`config.mk`:
```
export PLATFORM = sky130hd
export DESIGN_NAME = pipeline_hazard_ctrl
export DESIGN_NICKNAME = d
export VERILOG_FILES = /design/src/rtl/pipe_ctrl_pkg.sv /design/src/rtl/load_use_detect.sv /design/src/rtl/pipeline_hazard_ctrl.sv
export SDC_FILE = /design/constraint.sdc
export NUM_CORES = 1
export LEC_CHECK = 0
export ABC_AREA = 1
export CAP_MARGIN = 40
export CORE_MARGIN = 2
export CORE_UTILIZATION = 45
export CTS_CLUSTER_DIAMETER = 100
export DETAILED_ROUTE_END_ITERATION = 6
export GPL_TIMING_DRIVEN = 0
export PLACE_DENSITY = 0.75
export REMOVE_ABC_BUFFERS = 1
export SYNTH_ARGS = -nofsm -noshare
export SYNTH_HDL_FRONTEND = slang
export SYNTH_SLANG_ARGS = --single-unit
```
`constraint.sdc`:
```
create_clock -name clk -period 3.5 [get_ports clk]
set_clock_uncertainty 0.05 [all_clocks]
set_input_delay 0.875 -clock clk [delete_from_list [all_inputs] [get_ports clk]]
set_output_delay 0.875 -clock clk [all_outputs]
set_load 0.01 [all_outputs]
```
`src/rtl/pipe_ctrl_pkg.sv`:
```
`default_nettype none
// ============================================================================
// Module      : pipe_ctrl_pkg
// Description : Shared types and constants for the pipeline hazard controller.
// Revision    : 1.0 - initial release
// ============================================================================
package pipe_ctrl_pkg;

    typedef enum logic [0:0] {
        RUN      = 1'b0,
        MEM_WAIT = 1'b1
    } state_t;

    localparam int          REG_ADDR_W = 3;
    localparam logic [7:0]  NOP_CTRL   = 8'h00;

endpackage
`default_nettype wire

```
`src/rtl/load_use_detect.sv`:
```
`default_nettype none
// ============================================================================
// Module      : load_use_detect
// Description : Flags a decode instruction that sources the register a load
//               in execute has not yet produced.
// Revision    : 1.0 - initial release
// ============================================================================
module load_use_detect
    import pipe_ctrl_pkg::*;
#(
    parameter int REG_ADDR_W = pipe_ctrl_pkg::REG_ADDR_W
) (
    input  logic [REG_ADDR_W-1:0] rs_addr_decode,
    input  logic [REG_ADDR_W-1:0] rd_addr_decode,
    input  logic                  rs_used_decode,
    input  logic                  rd_used_decode,
    input  logic [REG_ADDR_W-1:0] rd_addr_execute,
    input  logic                  mem_read_execute,
    output logic                  hazard
);

    logic w_rs_match;
    logic w_rd_match;

    assign w_rs_match = rs_used_decode && (rs_addr_decode == rd_addr_execute);
    assign w_rd_match = rd_used_decode && (rd_addr_decode == rd_addr_execute);
    assign hazard     = mem_read_execute && (w_rs_match || w_rd_match);

endmodule
`default_nettype wire

```
`src/rtl/pipeline_hazard_ctrl.sv`:
```
`default_nettype none
// ============================================================================
// Module      : pipeline_hazard_ctrl
// Description : Stall/flush sequencer for the 5-stage pipeline with a
//               saturating stall-cycle counter.
// Revision    : 1.0 - initial release
// ============================================================================
module pipeline_hazard_ctrl #(
    parameter int REG_ADDR_W  = pipe_ctrl_pkg::REG_ADDR_W,
    parameter int MEM_LATENCY = 3
) (
    input  logic                  clk,
    input  logic                  rst_n,
    input  logic [REG_ADDR_W-1:0] rs_addr_decode,
    input  logic [REG_ADDR_W-1:0] rd_addr_decode,
    input  logic                  rs_used_decode,
    input  logic                  rd_used_decode,
    input  logic [REG_ADDR_W-1:0] rd_addr_execute,
    input  logic                  mem_read_execute,
    input  logic                  branch_taken_execute,
    input  logic                  mem_op_mem,
    output logic                  pc_write_en,
    output logic                  fetch_decode_en,
    output logic                  fetch_decode_flush,
    output logic                  decode_exec_en,
    output logic                  decode_exec_bubble,
    output logic                  exec_mem_en,
    output logic                  mem_wb_en,
    output logic [15:0]           stall_cycles
);

    import pipe_ctrl_pkg::*;

    localparam logic       c_mem_multi = (MEM_LATENCY > 1) ? 1'b1 : 1'b0;
    localparam logic [3:0] c_wait_init = (MEM_LATENCY > 1) ? 4'(MEM_LATENCY - 2) : 4'd0;

    state_t      r_state;
    logic [3:0]  r_wait_cnt;
    logic [15:0] r_stall_cycles;
    logic        w_hazard;
    logic        w_mem_freeze;

    load_use_detect #(
        .REG_ADDR_W (REG_ADDR_W)
    ) u_load_use_detect (
        .rs_addr_decode   (rs_addr_decode),
        .rd_addr_decode   (rd_addr_decode),
        .rs_used_decode   (rs_used_decode),
        .rd_used_decode   (rd_used_decode),
        .rd_addr_execute  (rd_addr_execute),
        .mem_read_execute (mem_read_execute),
        .hazard           (w_hazard)
    );

    assign w_mem_freeze = mem_op_mem && c_mem_multi;
    assign stall_cycles = r_stall_cycles;

    // Everything stays low while reset is held, independent of the clock.
    always_comb begin
        pc_write_en        = 1'b0;
        fetch_decode_en    = 1'b0;
        fetch_decode_flush = 1'b0;
        decode_exec_en     = 1'b0;
        decode_exec_bubble = 1'b0;
        exec_mem_en        = 1'b0;
        mem_wb_en          = 1'b0;
        if (rst_n) begin
            unique case (r_state)
                RUN: begin
                    if (!w_mem_freeze) begin
                        pc_write_en     = 1'b1;
                        fetch_decode_en = 1'b1;
                        decode_exec_en  = 1'b1;
                        exec_mem_en     = 1'b1;
                        mem_wb_en       = 1'b1;
                        if (branch_taken_execute) begin
                            fetch_decode_flush = 1'b1;
                            decode_exec_bubble = 1'b1;
                        end else if (w_hazard) begin
                            pc_write_en        = 1'b0;
                            fetch_decode_en    = 1'b0;
                            decode_exec_bubble = 1'b1;
                        end
                    end
                end
                MEM_WAIT: begin
                    if (r_wait_cnt == 4'd0) begin
                        pc_write_en     = 1'b1;
                        fetch_decode_en = 1'b1;
                        decode_exec_en  = 1'b1;
                        exec_mem_en     = 1'b1;
                        mem_wb_en       = 1'b1;
                    end
                end
                default: ;
            endcase
        end
    end

    always_ff @(posedge clk or negedge rst_n) begin
        if (!rst_n) begin
            r_state        <= RUN;
            r_wait_cnt     <= 4'd0;
            r_stall_cycles <= 16'd0;
        end else begin
            unique case (r_state)
                RUN: begin
                    if (w_mem_freeze) begin
                        r_wait_cnt <= c_wait_init;
                        r_state    <= MEM_WAIT;
                    end
                end
                MEM_WAIT: begin
                    if (r_wait_cnt != 4'd0) begin
                        r_wait_cnt <= r_wait_cnt - 4'd1;
                    end else begin
                        r_state <= RUN;
                    end
                end
                default: r_state <= RUN;
            endcase
            if (!pc_write_en && (r_stall_cycles != 16'hFFFF)) begin
                r_stall_cycles <= r_stall_cycles + 16'd1;
            end
        end
    end

endmodule
`default_nettype wire

```
Word-level counts from Yosys, hierarchy flattened. Cells that the tools add are included. Widths: inputs -> output; s select.

Register bits after elaboration: 21. Bits of input ports: 16.

Add/subtract/negate cells: 2. Equality and inequality tests: 5. Multiplexer cells: 24. Bitwise operators: 1. Reductions and logical operators: 9.

Operators with widths (number): $mux 1 (18); $add 16x1->16 const B (1); $ne 16x16->1 const B (1); $mux 4 (2); $pmux 4 s2 (1); $eq 3x3->1 (2); $pmux 1 s2 (3); $logic_and 1x1->1 (4); $logic_not 4->1 (1); $reduce_bool 4->1 (1); $sub 4x1->4 const B (1); $ne 2x1->1 const B (1); $ne 2x2->1 const B (1); $reduce_and 2->1 (1); $logic_not 1->1 (1); $logic_or 1x1->1 (1); $not 1->1 (1).

Logic depth before layout (Yosys ltp). Gate-level depths: netlist of run 1.

Word-level depth: 11. Mapped depth: 12. Gate-level depth less buffers: 11.

Modules after synthesis. A second synthesis of run 1 with hierarchy kept.

Cells, all modules: 218. Area, all modules: 1422.6 µm².

Modules (own cells, without submodules): pipeline_hazard_ctrl (instances 1, cells each 183, area an instance 1286.2 µm², seq. area each 525.5 µm²); load_use_detect (instances 1, cells each 35, area an instance 136.4 µm², seq. area each 0.0 µm²).

Worst setup path after synthesis of run 1. Ideal clock, no wire load.

Path kind: input-to-output. Start point: input port rd_addr_decode[0]. End point: output port pc_write_en. Arrival: 1.726 ns. Setup slack: 0.849 ns. Stages: 11. Cells stage by stage: inv_1 -> nand2_1 -> nand2_1 -> nor2_1 -> nand2_1 -> nand2_1 -> nand3_2 -> nand2_4 -> buf_6 -> inv_1 -> buf_4.

Word-level cells in the longest chain between the ends: 9.

Ends and longest elaborated chain: from (decl) (RTL line pipeline_hazard_ctrl.sv:15) `input logic [REG_ADDR_W-1:0] rd_addr_decode,`; $eq 3x3->1 (RTL line load_use_detect.sv:26) `assign w_rd_match = rd_used_decode && (rd_addr_decode == rd_addr_execute);`; $logic_and 1x1->1 (RTL line load_use_detect.sv:26); $logic_or 1x1->1 (RTL line load_use_detect.sv:27) `assign hazard = mem_read_execute && (w_rs_match || w_rd_match);`; $logic_and 1x1->1 (RTL line load_use_detect.sv:27); $mux 1 (3 in series); $pmux 1 s2; $mux 1; to (decl) (RTL line pipeline_hazard_ctrl.sv:22) `output logic pc_write_en,`.

No other way between the ends.

Worst setup path in the final report of run 1.
Start point: input port rst_n. End point: output port exec_mem_en.

Word-level cells in the longest chain between the ends: 1.

Ends and longest elaborated chain: from (decl) (RTL line pipeline_hazard_ctrl.sv:13) `input logic rst_n,`; $mux 1 (RTL line pipeline_hazard_ctrl.sv:67) `if (rst_n) begin`; to (decl) (RTL line pipeline_hazard_ctrl.sv:27) `output logic exec_mem_en,`.

No other way between the ends.

==> results of run 1 <==
-- power by group --
| part | total, W | switching, W | internal, W |
|---|---|---|---|
| logic | 0.000506 | 0.000273 | 0.000233 |
| registers | 0.000375 | 0.0000670 | 0.000308 |
| clock network | 0.000124 | 0.0000792 | 0.0000445 |
| total | 0.00100 | 0.000419 | 0.000585 |
-- state kept, by name (all words and copies together) (netlist names) --
register	flops
stall_cycles	16
r_wait_cnt	4
r_state	1
-- through the flow --
| stage | util (%) | hold slack, ns | cells |
|---|---|---|---|
| floorplan | - | 0.423 | 201 |
| global placement | 60.0 | 0.440 | 283 |
| detailed placement | 60.5 | 0.450 | 284 |
| CTS | 62.8 | 0.469 | 291 |
| global route | 63.0 | 0.464 | 291 |
| finish | 63.0 | 0.462 | 291 |
-- placed cells by master, fill, tap and decap left out, drive strengths merged --
master and instances:
o22ai 1, xor2 5, inv 28, nor3b 1, nand2 79, nor2 24, xnor2 3, buf 3
a21oi 2, nand4 3, dlymetal6s2s 2, o21ai 6, clkbuf 4, dfrtp 21, nor3 5, ha 2
nand3 22, clkdlybuf4s15 1, dlygate4sd2 1, clkdlybuf4s50 34
-- cell families after synthesis --
group,after synthesis,share of synthesized area [%]
AO/OA/AOI/OAI,9,3.77
buffers and inverters,33,10.7
AND/OR/NAND/NOR,133,42.0
XOR/XNOR,8,4.91
adder cells (fa/ha/maj),2,1.75
flip-flops,21,36.8
-- repair_timing --
action                                  in CTS  in global routing
setup buffers                                2                  0
endpoints found under the setup margin       7                  2
pin swaps                                    1                  0
hold buffers                                 0                  0
cloned                                       1                  0
gates resized for setup                      6                  3
-- area by class of cell --
type / count / area (um2) / area share, %
Multi-Input combinational cell: 153 / 778 / 40.8
Sequential cell: 21 / 526 / 27.5
Timing Repair Buffer: 41 / 415 / 21.8
Inverter: 28 / 108 / 5.64
Tap cell: 44 / 55.1 / 2.89
Clock buffer: 4 / 26.3 / 1.38
-- how the worst max path moves through the flow --
stage / cells past startpoint / to / start / slack, ns
after floorplan: 5 / fetch_decode_en / mem_op_mem / 0.92
after global placement: 6 / fetch_decode_en / rst_n / -0.82
after detailed placement: 7 / fetch_decode_en / rst_n / -0.52
after CTS: 11 / fetch_decode_en / rd_addr_execute[1] / 0.03
after global routing: 5 / mem_wb_en / rst_n / 0.06
final: 5 / exec_mem_en / rst_n / 0.18
-- layer usage --
| metal | part of all wire, % | track usage (%) | vias to the layer above |
|---|---|---|---|
| met5 | 0 | 0 | - |
| met4 | 1.3 | 4.76 | 0 |
| met3 | 4.4 | 5.63 | 4 |
| met2 | 48 | 33.5 | 27 |
| met1 | 46 | 27.0 | 609 |
| li1 | - | - | 729 |
==> flow_summary.rst, run 1 <==
.. list-table::
   :header-rows: 1

   * - Metric
     - Value
   * - Run status
     - completed
   * - Worst r2r src
     - r_wait_cnt[0]
   * - Worst-skew pair later-pin latency
     - around 0.31 ns
   * - Routability congestion estimate from global placement
     - 0.765
   * - Initial antenna violation count
     - 0
   * - Number of enable flip-flop cells after synthesis
     - 0
   * - Number of storage elements in the synthesis netlist
     - 21
   * - Post-detailed-route DRC marker count
     - 0
   * - Area of all placed cells without fillers
     - about 1900 um2
   * - Routed length per instance
     - 11.1 um
   * - Final routed wirelength across all metal layers
     - between 3 and 4 mm
   * - Number of placement rows
     - 20
   * - PD cells
     - between 500 and 600 nW/um2
   * - Mapped Cells
     - a little over 200
   * - Die boundary width
     - 60.3 um
   * - Yosys warning total
     - 0
   * - Share of the clock period used by the worst path after layout
     - 94.8%
   * - Clock slew at the register clock pins of the worst setup and hold paths
     - between 0.1 and 0.15 ns
   * - Total number of H-tree levels
     - 1
   * - Initial core utilization
     - approximately 47%
   * - Cell area after synthesis
     - 1430 um2
   * - Ranking of synthesized cells by area
     - sky130_fd_sc_hd__dfrtp_1 37%, sky130_fd_sc_hd__nand2_1 19%, sky130_fd_sc_hd__nand3_1 7.0%, sky130_fd_sc_hd__inv_1 6.6%, sky130_fd_sc_hd__nor2_1 5.5%
   * - Synth cell types
     - 25
   * - Post-synthesis cell type with the largest combined area
     - sky130_fd_sc_hd__dfrtp_1
   * - Leakage power of the design
     - 0.923 nW
   * - IR Drop Worst-Case VDD
     - around 370 uV
   * - Maximum number of pins on one net before global-route repair
     - 13
   * - P&R area growth vs syn
     - 33.8%
   * - Core region area
     - slightly above 3000 um2
   * - Sequential cell area fraction in the yosys report
     - a little under two fifths
   * - Pins Over Slew Limit
     - 0
   * - Async S/R FF share, synth
     - 100%
   * - Worst Reg2Reg Path Length in Cells
     - 11
   * - Die Footprint
     - 3640 um2
   * - Worst-path maximum fanout
     - 12
   * - Violation count after the first detailed-routing iteration
     - 23
   * - Share of the synthesized area in the top cell type
     - around 37%
   * - FILL cells
     - between 200 and 300
   * - Number of inserted diodes
     - 0
   * - Share of cells above drive strength 1
     - between 10% and 20%
   * - First-pass detailed-route iteration total
     - 4
   * - Wire length of the first global-routing pass
     - approximately 5.6 mm
   * - Sum of overflow across all layers after global routing
     - 0
   * - Number of I/O pins
     - 39
   * - Final worst-path setup slack
     - approximately 0.18 ns
   * - Capturing point of the worst reg2reg path
     - stall_cycles[11]
   * - Half-perimeter wire length of the detailed placement result
     - roughly 2.3 mm
   * - Total CTS buffers
     - 3
   * - Clk sink count
     - 21
   * - Placed inst area
     - 1830 um2
   * - Count of endpoints failing hold in the final timing report
     - 0
   * - Transition at the pin with the smallest max-transition slack
     - roughly 0.38 ns
   * - Max_slew headroom
     - about three quarters
   * - Setup repair after global routing missed its margin
     - no
   * - Cell-by-cell trace of the critical path
     - clkdlybuf4s15_2 > buf_8 > inv_1 > nor2_4 > clkdlybuf4s50_1
   * - Port-buffer cells
     - 38
   * - Total negative slack for setup checks
     - 0 ns
   * - Synth cell count leaders
     - 73 x sky130_fd_sc_hd__nand2_1, 25 x sky130_fd_sc_hd__inv_1, 21 x sky130_fd_sc_hd__dfrtp_1, 21 x sky130_fd_sc_hd__nor2_1, 20 x sky130_fd_sc_hd__nand3_1
   * - Critical path class
     - input port to primary output
   * - TritonCTS clock tree
     - done
   * - Critical path launch point type
     - input port
   * - DIE HEIGHT
     - around 60 um
   * - Clock Tree Root
     - sky130_fd_sc_hd__clkbuf_4
   * - Gr usage total
     - between 20% and 30%
   * - Vias per inst
     - 4.70
   * - Required time reported for the critical path endpoint
     - approximately 2.6 ns
   * - CP endpoint kind
     - primary output
   * - Dominant register cell in the synthesized netlist
     - sky130_fd_sc_hd__dfrtp_1
   * - Vias post-DR
     - 1,369
   * - Clk buf depth
     - 2
   * - CP arrival
     - between 2 and 2.5 ns
   * - Max_cap viols
     - 0
   * - Average instance area after synthesis
     - 6.92 um2
   * - Worst slack after detailed placement
     - -0.516 ns
   * - Slowest cell delay on critical path
     - around 0.59 ns
   * - CP top delay family
     - buffers and inverters
   * - Most used standard cell by instance count after synthesis
     - sky130_fd_sc_hd__nand2_1
   * - Critical Path Slowest Stage Cell
     - sky130_fd_sc_hd__clkdlybuf4s50_1
   * - Routed Antenna Nets
     - 0
   * - Via count of the first global-routing pass
     - around 1,200
   * - Overall power
     - approximately 0.0010 W
   * - Reg2Reg Setup Slack
     - between 1.5 and 2 ns
   * - Post-layout minimum cycle time
     - 3.32 ns
   * - Total buffers and inverters traversed by the critical path
     - 4
   * - Maximum frequency from static timing analysis
     - 301 MHz
   * - Tightest Hold Check Type
     - input port to async pin
   * - Nets
     - roughly 270
   * - Final Setup Violations
     - 0
Note: power is estimated with default switching activity, not from simulation.
==> run 2, diff against run 1 <==
CAP_MARGIN = unset   (was 40)
==> run 2 against run 1 <==
Against the previous run: critical path depth is the same; clock-buffer cell count is the same; utilization shrank 0.79 points; sequential cell count is the same; global-route usage shrank 0.080 points; clock power is essentially flat; first-iteration DRC count grew to 2.7 times the previous value; combinational power is essentially flat; sequential share of layout area grew 0.35 points; via count grew 0.66%; sequential power is essentially flat; final area shrank 1.2%.
==> flow_summary.rst, run 2 (same netlist as run 1, synthesis figures left out) <==
.. list-table::
   :header-rows: 1

   * - Metric
     - Value
   * - Run status
     - completed
   * - Routed length per instance
     - roughly 11 um
   * - Worst slack on hold paths
     - ~0.45 ns
   * - Total CTS buffers
     - 3
   * - Reg2Reg Setup Slack
     - about 1.6 ns
   * - Launch point of the critical path
     - mem_op_mem
   * - Max_cap viols
     - 0
   * - Slowest cell delay on critical path
     - about 0.59 ns
   * - Required time reported for the critical path endpoint
     - ~2.6 ns
   * - FILL cells
     - 271
   * - CP endpoint kind
     - primary output
   * - Routability congestion estimate from global placement
     - between 0.7 and 0.8
   * - Number of placement rows
     - 20
   * - Half-perimeter wire length of the detailed placement result
     - between 2 and 2.5 mm
   * - Vias per inst
     - 4.75
   * - CP top delay family
     - buffers and inverters
   * - Overall power
     - 0.00100 W
   * - Post-layout minimum cycle time
     - approximately 3.3 ns
   * - Most common cell after layout, fill and taps aside
     - sky130_fd_sc_hd__nand2_1
   * - Cts-stage hold buffer count
     - 0
   * - Setup repair after global routing missed its margin
     - no
   * - Vias post-DR
     - 1,378
   * - Tightest Hold Check Type
     - input port to async pin
   * - Violation count after the first detailed-routing iteration
     - between 60 and 70
   * - Critical path class
     - input port to primary output
   * - Pins Over Slew Limit
     - 0
   * - P&R area growth vs syn
     - 32.1%
   * - Worst Reg2Reg Path Length in Cells
     - 11
   * - Via count of the first global-routing pass
     - between 1,000 and 1,500
   * - Initial core utilization
     - between 40% and 50%
   * - Maximum frequency from static timing analysis
     - 305 MHz
   * - Last element of the critical path
     - mem_wb_en
   * - CP arrival
     - between 2 and 2.5 ns
   * - Initial antenna violation count
     - 0
   * - Port-buffer cells
     - 38
   * - Die Footprint
     - roughly 3600 um2
   * - Most frequent cells in the layout
     - 73 x sky130_fd_sc_hd__nand2_1, 34 x sky130_fd_sc_hd__clkdlybuf4s50_1, 25 x sky130_fd_sc_hd__inv_1
   * - Nets
     - between 200 and 300
   * - Max_slew headroom
     - 67.5%
   * - Post-detailed-route DRC marker count
     - 0
   * - Area occupied by multi-input gates
     - about 780 um2
   * - Cell seen most often among critical-path stages
     - sky130_fd_sc_hd__clkdlybuf4s50_1
   * - Number of flip-flops in the largest register
     - 16
   * - Routed Antenna Nets
     - 0
   * - Worst r2r src
     - r_wait_cnt[0]
   * - Leakage power of the design
     - 0.915 nW
   * - Total area of sequential cells
     - approximately 530 um2
   * - Area of all placed cells without fillers
     - between 1500 and 2000 um2
   * - Transition at the pin with the smallest max-transition slack
     - just under 0.5 ns
   * - Critical Path Slowest Stage Cell
     - sky130_fd_sc_hd__clkdlybuf4s50_1
   * - Number of gates on the worst path with buffers counted
     - 5
   * - Final Setup Violations
     - 0
   * - Critical path launch point type
     - input port
   * - Die boundary width
     - 60.3 um
   * - Count of endpoints failing hold in the final timing report
     - 0
   * - Number of I/O pins
     - 39
   * - PD cells
     - 531 nW/um2
   * - Final routed wirelength across all metal layers
     - 3.18 mm
   * - Number of inserted diodes
     - 0
   * - Clock slew at the register clock pins of the worst setup and hold paths
     - about 0.13 ns
   * - Cell-by-cell trace of the critical path
     - clkdlybuf4s50_1 > inv_1 > o21ai_2 > nor2_4 > clkdlybuf4s50_1
   * - Worst-skew pair later-pin latency
     - 0.31 ns
   * - Total number of H-tree levels
     - 1
   * - Placed inst area
     - between 1500 and 2000 um2
   * - Clock Tree Root
     - sky130_fd_sc_hd__clkbuf_4
   * - Sum of overflow across all layers after global routing
     - 0
   * - Share of cells above drive strength 1
     - roughly a tenth
   * - Clk buf depth
     - 2
   * - Worst-path maximum fanout
     - 7
   * - Core region area
     - about 3000 um2
   * - Maximum number of pins on one net before global-route repair
     - 23
   * - Clk sink count
     - 21
   * - Share of the clock period used by the worst path after layout
     - a little over nine tenths
   * - Gr usage total
     - 20.4%
   * - DIE HEIGHT
     - 60.3 um
   * - Capturing point of the worst reg2reg path
     - stall_cycles[11]
   * - First-pass detailed-route iteration total
     - 4
   * - TritonCTS clock tree
     - done
   * - IR Drop Worst-Case VDD
     - 412 uV
   * - Wire length of the first global-routing pass
     - roughly 5.5 mm
   * - Total buffers and inverters traversed by the critical path
     - 3
## run 2: worst reg2reg max path: cells and delay by family (launching register included)
family	cells	cell delay, ns
AO/OA/AOI/OAI	2	0.30
adder cells (fa/ha/maj)	1	0.19
buffers and inverters	2	0.30
flip-flops	1	0.38
AND/OR/NAND/NOR	6	0.66
## run 2: through the flow
step	util, %	TNS, ns	cells	setup slack (ns)
after global placement	60.0	-4.30	283	-0.819
after CTS	62.1	0	290	0.0176
after global routing	62.2	0	290	0.0526
final	62.2	0	290	0.223
after floorplan	-	0	201	0.920
after detailed placement	60.0	-4.51	283	-0.867
## run 2: worst min path at each step
stage,cells after the start,slack [ns],to,from
after detailed placement,2,0.45,stall_cycles[15],stall_cycles[15]
final,1,0.45,stall_cycles[3],rst_n
after CTS,1,0.47,stall_cycles[2],rst_n
after global routing,1,0.48,stall_cycles[2],rst_n
after global placement,2,0.44,stall_cycles[15],stall_cycles[15]
after floorplan,2,0.42,r_wait_cnt[2],r_wait_cnt[2]
## run 2: cell type report
cell class	count	area share, %
inverter	28	5.71
multi-input combinational	153	41.2
tap	44	2.92
timing repair buffer	40	20.9
sequential	21	27.9
clock buffer	4	1.39
## run 2: routing by layer
layer  part of all wire (%)  up-vias  GRT usage (%)
met4                    1.5        0           6.03
met5                      0        -              0
met3                    4.0        4           5.63
li1                       -      723              -
met1                     47      622           27.3
met2                     47       29           32.3
## run 2: where the power goes
group	internal (W)	switching (W)	total, W
clock	0.0000445	0.0000780	0.000122
sequential	0.000308	0.0000664	0.000374
combinational	0.000231	0.000274	0.000505
## run 2: repair_timing
action                                  in CTS  in global routing
pin swaps                                    1                  0
cloned                                       1                  0
gates resized for setup                      8                  2
buffers inserted                             2                  0
endpoints found under the setup margin       7                  2
==> run 3, diff against run 2 <==
CORE_MARGIN = unset   (was 2)
==> run 3 against run 2 <==
Against the previous run: sequential power about the same; maximum frequency down 0.48%; final area up 0.13%; critical endpoint is now exec_mem_en.
==> flow_summary.rst, run 3 (same netlist as run 1, synthesis figures left out) <==
.. list-table::
   :header-rows: 1

   * - Metric
     - Value
   * - Routed Antenna Nets
     - 0
   * - Total number of H-tree levels
     - 1
   * - Share of the clock period used by the worst path after layout
     - a little over nine tenths
   * - Clk sink count
     - 21
   * - Cell-by-cell trace of the critical path
     - clkdlybuf4s50_1 > inv_1 > o21ai_2 > nor2_4 > clkdlybuf4s50_1
   * - Placed inst area
     - around 1800 um2
   * - # placed instances
     - ~280
   * - Number of placement rows
     - 20
   * - PD cells
     - around 530 nW/um2
   * - Share of cells above drive strength 1
     - 9.76%
   * - Worst slack after detailed placement
     - -0.824 ns
   * - Area of all placed cells without fillers
     - 1890 um2
   * - CP arrival
     - 2.37 ns
   * - Area occupied by multi-input gates
     - between 700 and 800 um2
   * - Wire length of the first global-routing pass
     - approximately 5.3 mm
   * - Final worst-path setup slack
     - 0.207 ns
   * - Number of flip-flops in the largest register
     - 16
   * - Cell seen most often among critical-path stages
     - sky130_fd_sc_hd__clkdlybuf4s50_1
   * - Post-layout minimum cycle time
     - approximately 3.3 ns
   * - Nets
     - around 270
   * - Slowest cell delay on critical path
     - approximately 0.60 ns
   * - Vias per inst
     - 4.75
   * - Setup repair after global routing missed its margin
     - no
   * - Worst-path maximum fanout
     - 7
   * - Gr usage total
     - about a fifth
   * - Max_cap viols
     - 0
   * - Final routed wirelength across all metal layers
     - 3.17 mm
   * - Required time reported for the critical path endpoint
     - approximately 2.6 ns
   * - Clock Tree Root
     - sky130_fd_sc_hd__clkbuf_4
   * - Transition at the pin with the smallest max-transition slack
     - between 0.4 and 0.5 ns
   * - Final Setup Violations
     - 0
   * - Via count of the first global-routing pass
     - about 1,200
   * - Routed length per instance
     - about 11 um
   * - Most frequent cells in the layout
     - 72 x sky130_fd_sc_hd__nand2_1, 34 x sky130_fd_sc_hd__clkdlybuf4s50_1, 25 x sky130_fd_sc_hd__inv_1
   * - First-pass detailed-route iteration total
     - 4
   * - Routability congestion estimate from global placement
     - 0.781
   * - Critical path launch point type
     - input port
   * - Die Footprint
     - between 3000 and 4000 um2
   * - Sum of overflow across all layers after global routing
     - 0
   * - Die boundary width
     - approximately 60 um
   * - Post-detailed-route DRC marker count
     - 0
   * - Critical path class
     - input port to primary output
   * - Maximum frequency from static timing analysis
     - between 300 and 400 MHz
   * - Number of cells in the finished layout apart from fillers
     - 290
   * - Leakage power of the design
     - about 0.9 nW
   * - Cts-stage hold buffer count
     - 0
   * - Worst-skew pair later-pin latency
     - 0.31 ns
   * - Maximum number of pins on one net before global-route repair
     - 23
   * - Number of inserted diodes
     - 0
   * - Violation count after the first detailed-routing iteration
     - 36
   * - Port-buffer cells
     - 38
   * - Critical Path Slowest Stage Cell
     - sky130_fd_sc_hd__clkdlybuf4s50_1
   * - Initial core utilization
     - 47.1%
   * - CP endpoint kind
     - primary output
   * - Number of I/O pins
     - 39
   * - Count of endpoints failing hold in the final timing report
     - 0
   * - DIE HEIGHT
     - 58.3 um
   * - Tightest Hold Check Type
     - input port to async pin
   * - Initial antenna violation count
     - 0
   * - IR Drop Worst-Case VDD
     - between 300 and 400 uV
   * - Total area of sequential cells
     - 526 um2
   * - Vias post-DR
     - 1,378
   * - P&R area growth vs syn
     - 32.3%
   * - Most common cell after layout, fill and taps aside
     - sky130_fd_sc_hd__nand2_1
   * - Half-perimeter wire length of the detailed placement result
     - between 2 and 2.5 mm
   * - Clk buf depth
     - 2
   * - Pins Over Slew Limit
     - 0
   * - TritonCTS clock tree
     - done
   * - Max_slew headroom
     - between 60% and 70%
   * - Clock slew at the register clock pins of the worst setup and hold paths
     - 0.13 ns
   * - Core region area
     - a little over 3000 um2
   * - FILL cells
     - 283
   * - Run status
     - completed
   * - Total CTS buffers
     - 3
## run 3: cell types whose count changed in the layout (fill, tap and decap cells not counted)
cell,previous run,this run
sky130_fd_sc_hd__nand2_1,73,72
sky130_fd_sc_hd__nand2_2,3,4
## run 3: per-layer routing
metal	global-route usage, %	wire length (um)
met1	27.9	1510
met2	33.7	1470
met3	4.84	162
met4	4.42	30
met5	0	0
## run 3: repair_timing
action	CTS	global route
cloned	1	0
endpoints found under the setup margin	7	2
pin swaps	1	0
setup buffers	2	0
resized for setup	8	3
## run 3: metrics by stage
| step | hold slack, ns | total power (W) | utilization, % | TNS, ns |
|---|---|---|---|---|
| after global placement | 0.439 | 0.000854 | 60.0 | -4.22 |
| after global routing | 0.470 | 0.00108 | 62.3 | 0 |
| after detailed placement | 0.437 | 0.000867 | 60.0 | -4.23 |
| final | 0.453 | 0.00101 | 62.3 | 0 |
| after CTS | 0.461 | 0.00102 | 62.1 | 0 |
| after floorplan | 0.423 | 0.000664 | - | 0 |
## run 3: final cells by class
cell class                 count  area share (%)
timing repair buffer          40            20.9
tap                           44            2.92
clock buffer                   4            1.39
inverter                      28            5.70
multi-input combinational    153            41.2
sequential                    21            27.9
## run 3: critical path: cells and delay by family
kind | cells | cell delay, ns
AO/OA/AOI/OAI | 1 | 0.11
buffers and inverters | 3 | 1.11
AND/OR/NAND/NOR | 1 | 0.27
## run 3: worst paths after layout
check,cells past startpoint,end,slack [ns],startpoint
max,5,exec_mem_en,0.21,mem_op_mem
min,1,stall_cycles[2],0.45,rst_n
min in group clk,2,stall_cycles[15],0.46,stall_cycles[15]
max in group asynchronous,1,r_wait_cnt[1],2.60,rst_n
min reg2reg,2,stall_cycles[15],0.46,stall_cycles[15]
max reg2reg,11,stall_cycles[11],1.53,r_wait_cnt[0]
## run 3: report_power, final
part | total [W] | leakage [nW] | internal (W) | switching (W)
clock | 0.000119 | 0.0150 | 0.0000445 | 0.0000748
combinational | 0.000510 | 0.625 | 0.000231 | 0.000279
sequential | 0.000376 | 0.275 | 0.000308 | 0.0000685
total | 0.00101 | 0.915 | 0.000584 | 0.000422
